<file path="config.mk">
export PLATFORM = sky130hd
export DESIGN_NAME = writeback_unit
export DESIGN_NICKNAME = d
export VERILOG_FILES = /design/src/rtl/wb_pkg.sv /design/src/rtl/wb_fifo.sv /design/src/rtl/writeback_unit.sv
export SDC_FILE = /design/constraint.sdc
export NUM_CORES = 1
export LEC_CHECK = 0
export CAP_MARGIN = 5
export CORE_MARGIN = 3
export CORE_UTILIZATION = 53
export DETAILED_ROUTE_END_ITERATION = 16
export PLACE_DENSITY = 0.8
export REMOVE_ABC_BUFFERS = 1
export SETUP_SLACK_MARGIN = 0.02
export SLEW_MARGIN = 20
export SYNTH_ARGS = -nofsm -noshare
export SYNTH_HDL_FRONTEND = slang
export SYNTH_SLANG_ARGS = --single-unit
export TNS_END_PERCENT = 100
</file>
<file path="constraint.sdc">
create_clock -name clock -period 3.2 [get_ports clock]
set_input_delay 0.96 -clock clock [delete_from_list [all_inputs] [get_ports clock]]
set_output_delay 0.96 -clock clock [all_outputs]
set_load 0.1 [all_outputs]
</file>
<file path="src/rtl/wb_pkg.sv">
// wb_pkg: shared widths, the write-back entry record, the result-source
// enumeration and a register-index legality helper for the write-back stage.
package wb_pkg;

  localparam int DATA_W = 32;
  localparam int IDX_W  = 7;
  localparam int NREGS  = 32;

  typedef struct packed {
    logic [IDX_W-1:0]  rd;
    logic [DATA_W-1:0] data;
  } wb_entry_t;

  typedef enum logic [1:0] {
    WB_NONE,
    WB_ALU,
    WB_MEM
  } wb_src_e;

  // Only indices below NREGS map onto an implemented register.
  function automatic logic idx_legal(input logic [IDX_W-1:0] rd);
    return rd < IDX_W'(NREGS);
  endfunction

endpackage

</file>
<file path="src/rtl/wb_fifo.sv">
// wb_fifo: synchronous FIFO of wb_entry_t used to buffer memory results.
// Ports:
//   clock, reset  - rising-edge clock, synchronous active-high reset
//   push, din     - enqueue din (ignored while full)
//   pop, dout     - dequeue; dout is the current head (valid while !empty)
//   full, empty   - occupancy flags
//   count         - number of stored entries, 0..DEPTH
// DEPTH must be a power of two (>= 2) so the pointers wrap naturally.
module wb_fifo
  import wb_pkg::*;
#(
  parameter int DEPTH = 4
) (
  input  logic                       clock,
  input  logic                       reset,
  input  logic                       push,
  input  wb_entry_t                  din,
  input  logic                       pop,
  output wb_entry_t                  dout,
  output logic                       full,
  output logic                       empty,
  output logic [$clog2(DEPTH+1)-1:0] count
);

  localparam int PW = $clog2(DEPTH);
  localparam int CW = $clog2(DEPTH + 1);

  wb_entry_t       mem [DEPTH];
  logic [PW-1:0]   wr_ptr;
  logic [PW-1:0]   rd_ptr;
  logic            do_push;
  logic            do_pop;

  assign full    = (count == CW'(DEPTH));
  assign empty   = (count == '0);
  assign do_push = push && !full;
  assign do_pop  = pop && !empty;
  assign dout    = mem[rd_ptr];

  // Storage carries no reset; occupancy is tracked solely by count.
  always_ff @(posedge clock) begin
    if (do_push) begin
      mem[wr_ptr] <= din;
    end
  end

  always_ff @(posedge clock) begin
    if (reset) begin
      wr_ptr <= '0;
      rd_ptr <= '0;
      count  <= '0;
    end else begin
      if (do_push) wr_ptr <= wr_ptr + 1'b1;
      if (do_pop)  rd_ptr <= rd_ptr + 1'b1;
      case ({do_push, do_pop})
        2'b10:   count <= count + 1'b1;
        2'b01:   count <= count - 1'b1;
        default: count <= count;
      endcase
    end
  end

endmodule

</file>
<file path="src/rtl/writeback_unit.sv">
// writeback_unit: merges ALU results (fixed latency, no backpressure) and
// buffered memory results (valid/ready) into one registered register-file
// write per clock, and keeps a pending-write scoreboard for hazard checks.
// Ports:
//   clock, reset                   - rising-edge clock, sync active-high reset
//   alu_valid/alu_rd/alu_data      - ALU result; always wins arbitration
//   alu_stall                      - ask upstream to hold off ALU results
//   mem_valid/mem_rd/mem_data      - memory result offer
//   mem_ready                      - offer accepted when mem_valid && mem_ready
//   issue_valid/issue_rd           - decode marks a destination as pending
//   wr_en/wr_addr/wr_data          - registered write port toward decode
//   pending                        - per-register outstanding-write bits
//   proto_err                      - sticky protocol-violation flag
module writeback_unit
  import wb_pkg::*;
#(
  parameter int FIFO_DEPTH = 4,
  parameter int MAX_DEFER  = 4
) (
  input  logic              clock,
  input  logic              reset,
  input  logic              alu_valid,
  input  logic [IDX_W-1:0]  alu_rd,
  input  logic [DATA_W-1:0] alu_data,
  output logic              alu_stall,
  input  logic              mem_valid,
  input  logic [IDX_W-1:0]  mem_rd,
  input  logic [DATA_W-1:0] mem_data,
  output logic              mem_ready,
  input  logic              issue_valid,
  input  logic [IDX_W-1:0]  issue_rd,
  output logic              wr_en,
  output logic [IDX_W-1:0]  wr_addr,
  output logic [DATA_W-1:0] wr_data,
  output logic [NREGS-1:0]  pending,
  output logic              proto_err
);

  localparam int DW   = $clog2(MAX_DEFER + 1);
  localparam int SB_W = $clog2(NREGS);

  wb_entry_t                       mem_entry;
  wb_entry_t                       fifo_head;
  wb_entry_t                       sel_entry;
  wb_src_e                         sel;
  logic                            fifo_full;
  logic                            fifo_empty;
  logic [$clog2(FIFO_DEPTH+1)-1:0] fifo_count;
  logic                            mem_push;
  logic                            fifo_pop;
  logic [DW-1:0]                   defer_cnt;
  logic [DW-1:0]                   defer_next;
  logic [NREGS-1:0]                pending_next;
  logic                            err_now;

  assign mem_ready       = !fifo_full;
  assign mem_push        = mem_valid && mem_ready;
  assign mem_entry.rd    = mem_rd;
  assign mem_entry.data  = mem_data;

  wb_fifo #(
    .DEPTH (FIFO_DEPTH)
  ) u_fifo (
    .clock (clock),
    .reset (reset),
    .push  (mem_push),
    .din   (mem_entry),
    .pop   (fifo_pop),
    .dout  (fifo_head),
    .full  (fifo_full),
    .empty (fifo_empty),
    .count (fifo_count)
  );

  // ALU has absolute priority; the FIFO drains only in ALU-idle cycles.
  always_comb begin
    sel            = WB_NONE;
    sel_entry.rd   = alu_rd;
    sel_entry.data = alu_data;
    if (alu_valid) begin
      sel = WB_ALU;
    end else if (!fifo_empty) begin
      sel       = WB_MEM;
      sel_entry = fifo_head;
    end
  end

  assign fifo_pop = (sel == WB_MEM);

  // Counts ALU-won cycles while memory data waits; any pop or an empty
  // FIFO means nothing is being starved.
  always_comb begin
    defer_next = defer_cnt;
    if (fifo_pop || fifo_empty) begin
      defer_next = '0;
    end else if (alu_valid && (defer_cnt != DW'(MAX_DEFER))) begin
      defer_next = defer_cnt + 1'b1;
    end
  end

  // Clear for the selected write, then set for the new issue so that a
  // same-index set overrides the clear.
  always_comb begin
    pending_next = pending;
    if ((sel != WB_NONE) && idx_legal(sel_entry.rd)) begin
      pending_next[sel_entry.rd[SB_W-1:0]] = 1'b0;
    end
    if (issue_valid && idx_legal(issue_rd)) begin
      pending_next[issue_rd[SB_W-1:0]] = 1'b1;
    end
  end

  assign err_now = (alu_valid && alu_stall)
                || (alu_valid && !idx_legal(alu_rd))
                || (mem_push && !idx_legal(mem_rd))
                || (issue_valid && !idx_legal(issue_rd));

  always_ff @(posedge clock) begin
    if (reset) begin
      wr_en     <= 1'b0;
      wr_addr   <= '0;
      wr_data   <= '0;
      alu_stall <= 1'b0;
      proto_err <= 1'b0;
      pending   <= '0;
      defer_cnt <= '0;
    end else begin
      wr_en <= (sel != WB_NONE);
      if (sel != WB_NONE) begin
        wr_addr <= sel_entry.rd;
        wr_data <= sel_entry.data;
      end
      defer_cnt <= defer_next;
      alu_stall <= (defer_next == DW'(MAX_DEFER));
      pending   <= pending_next;
      if (err_now) proto_err <= 1'b1;
    end
  end

endmodule

</file>
# Yosys cells after proc, flatten, opt, wreduce, memory -nomap -nowiden
# Memory sizes are Yosys's and may differ from the RTL's. A register that Yosys moved wholly into a read port is not among the register bits.
# Cells that the tools add are included.
dict set report op_classes {
  addsub 5
  multipliers 0
  div 0
  order_cmp 8
  n_eq_ne 6
  n_shift 0
  n_mux 17
  bitwise_logic 3
  n_reduce_logical 24
}
# operator n
set op_table {}
lappend op_table {{2-to-1 mux 39 bit} 2}
lappend op_table {{2-to-1 mux 32 bit} 2}
lappend op_table {{AND 32 bit} 1}
lappend op_table {{inverter 32 bit} 1}
lappend op_table {{OR 32 bit} 1}
lappend op_table {{< comparator 7 x 6 -> 1 bit (second input constant)} 4}
lappend op_table {{logical AND 1 bit} 12}
lappend op_table {{< comparator 5 x 6 -> 1 bit (second input constant)} 2}
lappend op_table {{demux 1 bit (select 5 bit)} 2}
lappend op_table {{greater-or-equal comparator 5 x 1 -> 1 bit (second input constant)} 2}
lappend op_table {{2-to-1 mux 2 bit} 4}
lappend op_table {{adder 3 x 1 -> 3 bit (second input constant)} 2}
lappend op_table {{equality test 3 bit (second input constant)} 2}
lappend op_table {{2-to-1 mux 3 bit} 2}
lappend op_table {{case mux 3 bit (2 select lines)} 1}
lappend op_table {{logical NOT 1 bit} 5}
lappend op_table {{adder 2 x 1 -> 2 bit (second input constant)} 2}
lappend op_table {{equality test 2 bit (second input constant)} 2}
lappend op_table {{logical OR 1 bit} 4}
lappend op_table {{2-to-1 mux 1 bit} 4}
lappend op_table {{nonzero test 2 bit} 2}
lappend op_table {{logical NOT 3 bit} 1}
lappend op_table {{inequality test 3 bit (second input constant)} 1}
lappend op_table {{subtractor 3 x 1 -> 3 bit (second input constant)} 1}
lappend op_table {{equality test 2 x 1 -> 1 bit (second input constant)} 1}
dict set report totals {
  ff_bits 84
  latchBits 0
  ram_bits 156
  rom_bits 0
  out_inout_bits 75
  n_memories 1
}
# name words word_bits rd rd_ports_with_merged_regs wr line_no
set memory_table {}
lappend memory_table {u_fifo.mem 4 39 1 1 1 wb_fifo.sv:28} ;# wb_entry_t mem [DEPTH];

# Depth between registers and ports, before layout
dict set report depth {
  ltp_word 12
  ltp_mapped 9
  mapped_depth_nobuf 9
}

# By module
# From an unflattened synthesis, not the netlist that was laid out.
dict set report hier_totals {
  hier_cells 677
  area_unflattened_um2 9809.4
}
# module n_inst cells_each area_per_inst_um2 seq_area_each_um2
set modules_own_cells {}
lappend modules_own_cells {wb_fifo 1 257 6092.1 4864.7}
lappend modules_own_cells {writeback_unit 1 420 3717.3 1541.5}

# Worst setup path after synthesis
# Ideal clock, no wire load.
dict set report synth_timing {
  path_type {reg-to-reg}
  start {register u_fifo.count[0]}
  end {register u_fifo.count[2]}
  setup_ps 71
  arrival_ps 2746
  required_ps 3129
  path_slack_ps 383
  stages_incl_launch_ff 10
  path_buffers 0
  path_cell_list {dfxtp_1 -> or3b_1 -> and2_0 -> inv_1 -> ha_1 -> inv_1 -> fa_1 -> xor2_1 -> or3_1 -> a21oi_1}
}
dict set report synth_via {
  word_cells_on_any_way 16
  classes_between {add/sub: 2; eq/ne: 4; mux: 3; reduce/logical: 7}
}
# element line_no
set synth_rtl {}
lappend synth_rtl {{start: declaration} wb_fifo.sv:22} ;# output logic [$clog2(DEPTH+1)-1:0] count
lappend synth_rtl {{start signal: assignment} wb_fifo.sv:56} ;# 2'b10: count <= count + 1'b1;
lappend synth_rtl {{start signal: assignment} wb_fifo.sv:57} ;# 2'b01: count <= count - 1'b1;
lappend synth_rtl {{start signal: assignment} wb_fifo.sv:58} ;# default: count <= count;
lappend synth_rtl {{equality test 3 bit (*)} wb_fifo.sv:34} ;# assign full = (count == CW'(DEPTH));
lappend synth_rtl {{logical NOT 1 bit (*)} writeback_unit.sv:56} ;# assign mem_ready = !fifo_full;
lappend synth_rtl {{net mem_ready} writeback_unit.sv:29} ;# output logic mem_ready,
lappend synth_rtl {{logical AND 1 bit} writeback_unit.sv:57} ;# assign mem_push = mem_valid && mem_ready;
lappend synth_rtl {{logical AND 1 bit (*)} wb_fifo.sv:36} ;# assign do_push = push && !full;
lappend synth_rtl {{equality test 2 x 1 -> 1 bit or equality test 2 bit (tied branches)} wb_fifo.sv:55} ;# case ({do_push, do_pop})
lappend synth_rtl {{case mux 3 bit (2 select lines) or nonzero test 2 bit (tied branches)} -}
# Mark *: on every way through the listed nets, which the timed path passes. The rest lies on a longest branch.
# A chain may end at the register's enable or synchronous reset.

# Worst setup path in the final report
dict set report layout_timing {
  start {register u_fifo.count[2]}
  end {output mem_ready}
}
dict set report layout_via {
  elab_chain_len 2
}
# element line_no
set layout_rtl {}
lappend layout_rtl {{equality test 3 bit} wb_fifo.sv:34}
lappend layout_rtl {{logical NOT 1 bit} writeback_unit.sv:56}
lappend layout_rtl {{end: declaration} writeback_unit.sv:29}
# Every way passes these cells.

==> flow_metrics.env <==
export IMPL_slew_violations=0
export IMPL_hold_viol=0
export IMPL_finalCritPeriodShare=0.8167
export IMPL_die_w_um=141.6
export IMPL_power_density_nw_per_um2=801.2
export IMPL_final_cell_mix="edfxtp_1, buf_4, clkdlybuf4s50_1, nand2_1, dfxtp_1"
export IMPL_cpPeakStageDelay_ns=0.46
export IMPL_setup_viol=0
export IMPL_dp_hpwl_um=16060
export IMPL_crit_fanout=6
export IMPL_synth_compound_area_frac=0.09559
export IMPL_holdWs_ns=0.4809
export IMPL_placed_cell_area_um2=11470
export IMPL_critPathSlowestCell="or3b_1"
export IMPL_start_kind="flip-flop"
export IMPL_synth_edff_count=156
export IMPL_start_util=0.5515
export IMPL_critical_path_arrival_ns=1.65
export IMPL_clock_path_buffers=3
export IMPL_grt_pass1_wl_um=37430
export IMPL_hold_class="reg -> reg"
export IMPL_cp_top_family="simple AND/OR/NAND/NOR gates"
export IMPL_nets=981
export IMPL_synth_top_family_by_area="simple AND/OR/NAND/NOR gates"
export IMPL_drt_iter0_drc=599
export IMPL_drtPass1Iterations=7
export IMPL_syn_inst=721
export IMPL_yosysSeqAreaShare=0.6578
export IMPL_cts_clk_slew_worst_paths_ns=0.06
export IMPL_cts_inserted_buffers=25
export IMPL_htreeDepth=1
export IMPL_clock_sinks=242
export IMPL_synthArstFlopShare=0
export IMPL_rows=48
export IMPL_design_area_um2=12300
export IMPL_min_period_ns=2.613
export IMPL_peakVddDrop_uv=664.8
export IMPL_cts_hold_repair_buffers=0
export IMPL_drtAntennaViolNets=0
export IMPL_clock_latency_ns=0.52
export IMPL_root_buffer="clkbuf_16"
export IMPL_grt_util_all_layers=0.2355
export IMPL_core_area_um2=17660
export IMPL_portBuffers=164
export IMPL_wl_um=24240
export IMPL_ios=165
export IMPL_wire_per_inst_um=21.49
export IMPL_path_class="reg -> out"
export IMPL_synthSimpleGateAreaFrac=0.1108
export IMPL_fin_skew_ns=0.01017
export IMPL_netlist_area_um2=9738
export IMPL_drive_above_1_share=0.2151
export IMPL_grt_max_degree=53
export IMPL_cts_setup_buffers=0
export IMPL_synthXorXnorAreaFrac=0.005396
export IMPL_endpoint_kind="output pin"
export IMPL_ys_seq_elements=242
export IMPL_slew_headroom=0.4810
export IMPL_cp_data_required_time_ns=2.24
export IMPL_antenna_found_initial=1
export IMPL_viasPerCell=6.120
export IMPL_synth_fa_ha_area_frac=0.01105
export IMPL_grt_pass1_vias=6966
export IMPL_synth_cell_types=49
export IMPL_area_growth_pct=26.34
export IMPL_crit_buf_inv=1
export IMPL_cts_resized_gates=0
export IMPL_via_count=6903
export IMPL_remaining_drc_errors=0
export IMPL_die_area_um2=20040
export IMPL_fillers=1213
export IMPL_p_leak_nw=4.233
export IMPL_muxShareOfSynthArea=0.09418
export IMPL_grt_overflow=0
export IMPL_ys_flop_type="edfxtp_1"
export IMPL_die_h_um=141.6
export IMPL_maxCapViolCount=0
export IMPL_timing_fmax_ghz=0.3826
export IMPL_crit_chain="or3b_1 -> buf_4"
export IMPL_final_common_cell="edfxtp_1"
export IMPL_cts_tree="yes"
export IMPL_gp_congestion=0.8293
export IMPL_ys_warn_count=0
export IMPL_tightest_slew_ns=0.7733
export IMPL_syn_area_per_cell_um2=13.51
export IMPL_rsz0062_at_grt="false"
export IMPL_status="finished clean"
-- power breakdown --
| group | switching, mW | leakage, nW | total (mW) | internal (mW) |
|---|---|---|---|---|
| logic | 2.06 | 1.69 | 3.06 | 0.997 |
| clock network | 1.17 | 0.407 | 2.89 | 1.73 |
| registers | 0.209 | 2.14 | 3.91 | 3.70 |
| total | 3.44 | 4.23 | 9.86 | 6.42 |
-- registers in the layout (all words and copies together) (netlist names), 2 cells and up, named ones only --
signal	count
defer_cnt	3
wr_addr	7
u_fifo.rd_ptr	2
pending	32
wr_data	32
u_fifo.count	3
u_fifo.mem	156
u_fifo.wr_ptr	2
-- cells by family after synthesis --
kind of cell | count (synthesis)
buf+inv | 59
mux | 42
compound gates | 124
xor+xnor | 6
fa+ha+maj | 8
simple gates | 240
flops | 242
-- worst register-to-register path, delay by kind of cell, from the launching register on --
kind             cells  cell delay (ns)
multiplexers         1             0.75
AO/OA/AOI/OAI        2             0.34
flip-flops           1             0.65
AND/OR/NAND/NOR      1             0.71
-- metal layers --
metal	global-route usage	part of all wire	up-vias
met5	0	0.00054	-
met2	0.4071	0.50	368
li1	-	-	3112
met1	0.3015	0.38	3377
met3	0.05224	0.095	44
met4	0.06566	0.020	2
-- Yosys cell counts (5+ instances only) --
cell type	instances	area, um^2
buf_2	5	25.02
a311oi_1	70	613.1
nand2_1	84	315.3
inv_1	9	33.78
buf_1	7	26.28
a21oi_1	36	180.2
clkbuf_1	33	123.9
edfxtp_1	156	4684
nor2_1	83	311.6
ha_1	7	87.58
nor3_1	36	180.2
mux4_2	37	833.3
dfxtp_1	86	1722
-- worst paths after layout --
kind | depth (start not counted) | end | start | slack (ns)
worst max-delay path | 2 | mem_ready | u_fifo.count[2] | 0.59
worst min-delay path | 2 | wr_data[7] | wr_data[7] | 0.48
worst max register to register | 4 | pending[11] | flip-flop | 0.61
worst min register to register | 2 | wr_data[7] | wr_data[7] | 0.48
-- per-stage QoR --
stage	setup TNS, ns	total power, mW	setup WS, ns	cells	util
6_report	0	9.857	0.5866	1128	0.6968
5_1_grt	0	10.26	0.4966	1127	0.6966
4_1_cts	0	9.914	0.5722	1127	0.6966
3_5_place_dp	0	7.019	0.1593	1081	0.6499
3_3_place_gp	0	6.907	0.2518	1081	0.6499
2_1_floorplan	-50.30	6.114	-1.551	672	-
-- layout make-up --
cell class,count,area [um^2],area share
Clock inverter,15,157.7,0.01281
Inverter,10,37.54,0.003051
Clock buffer,31,668.1,0.05431
Antenna cell,1,2.502,0.0002034
Sequential cell,242,6409,0.5209
Tap cell,225,281.5,0.02288
Multi-Input combinational cell,420,3098,0.2518
Timing Repair Buffer,184,1649,0.1340
Note: power is estimated with default switching activity, not from simulation.
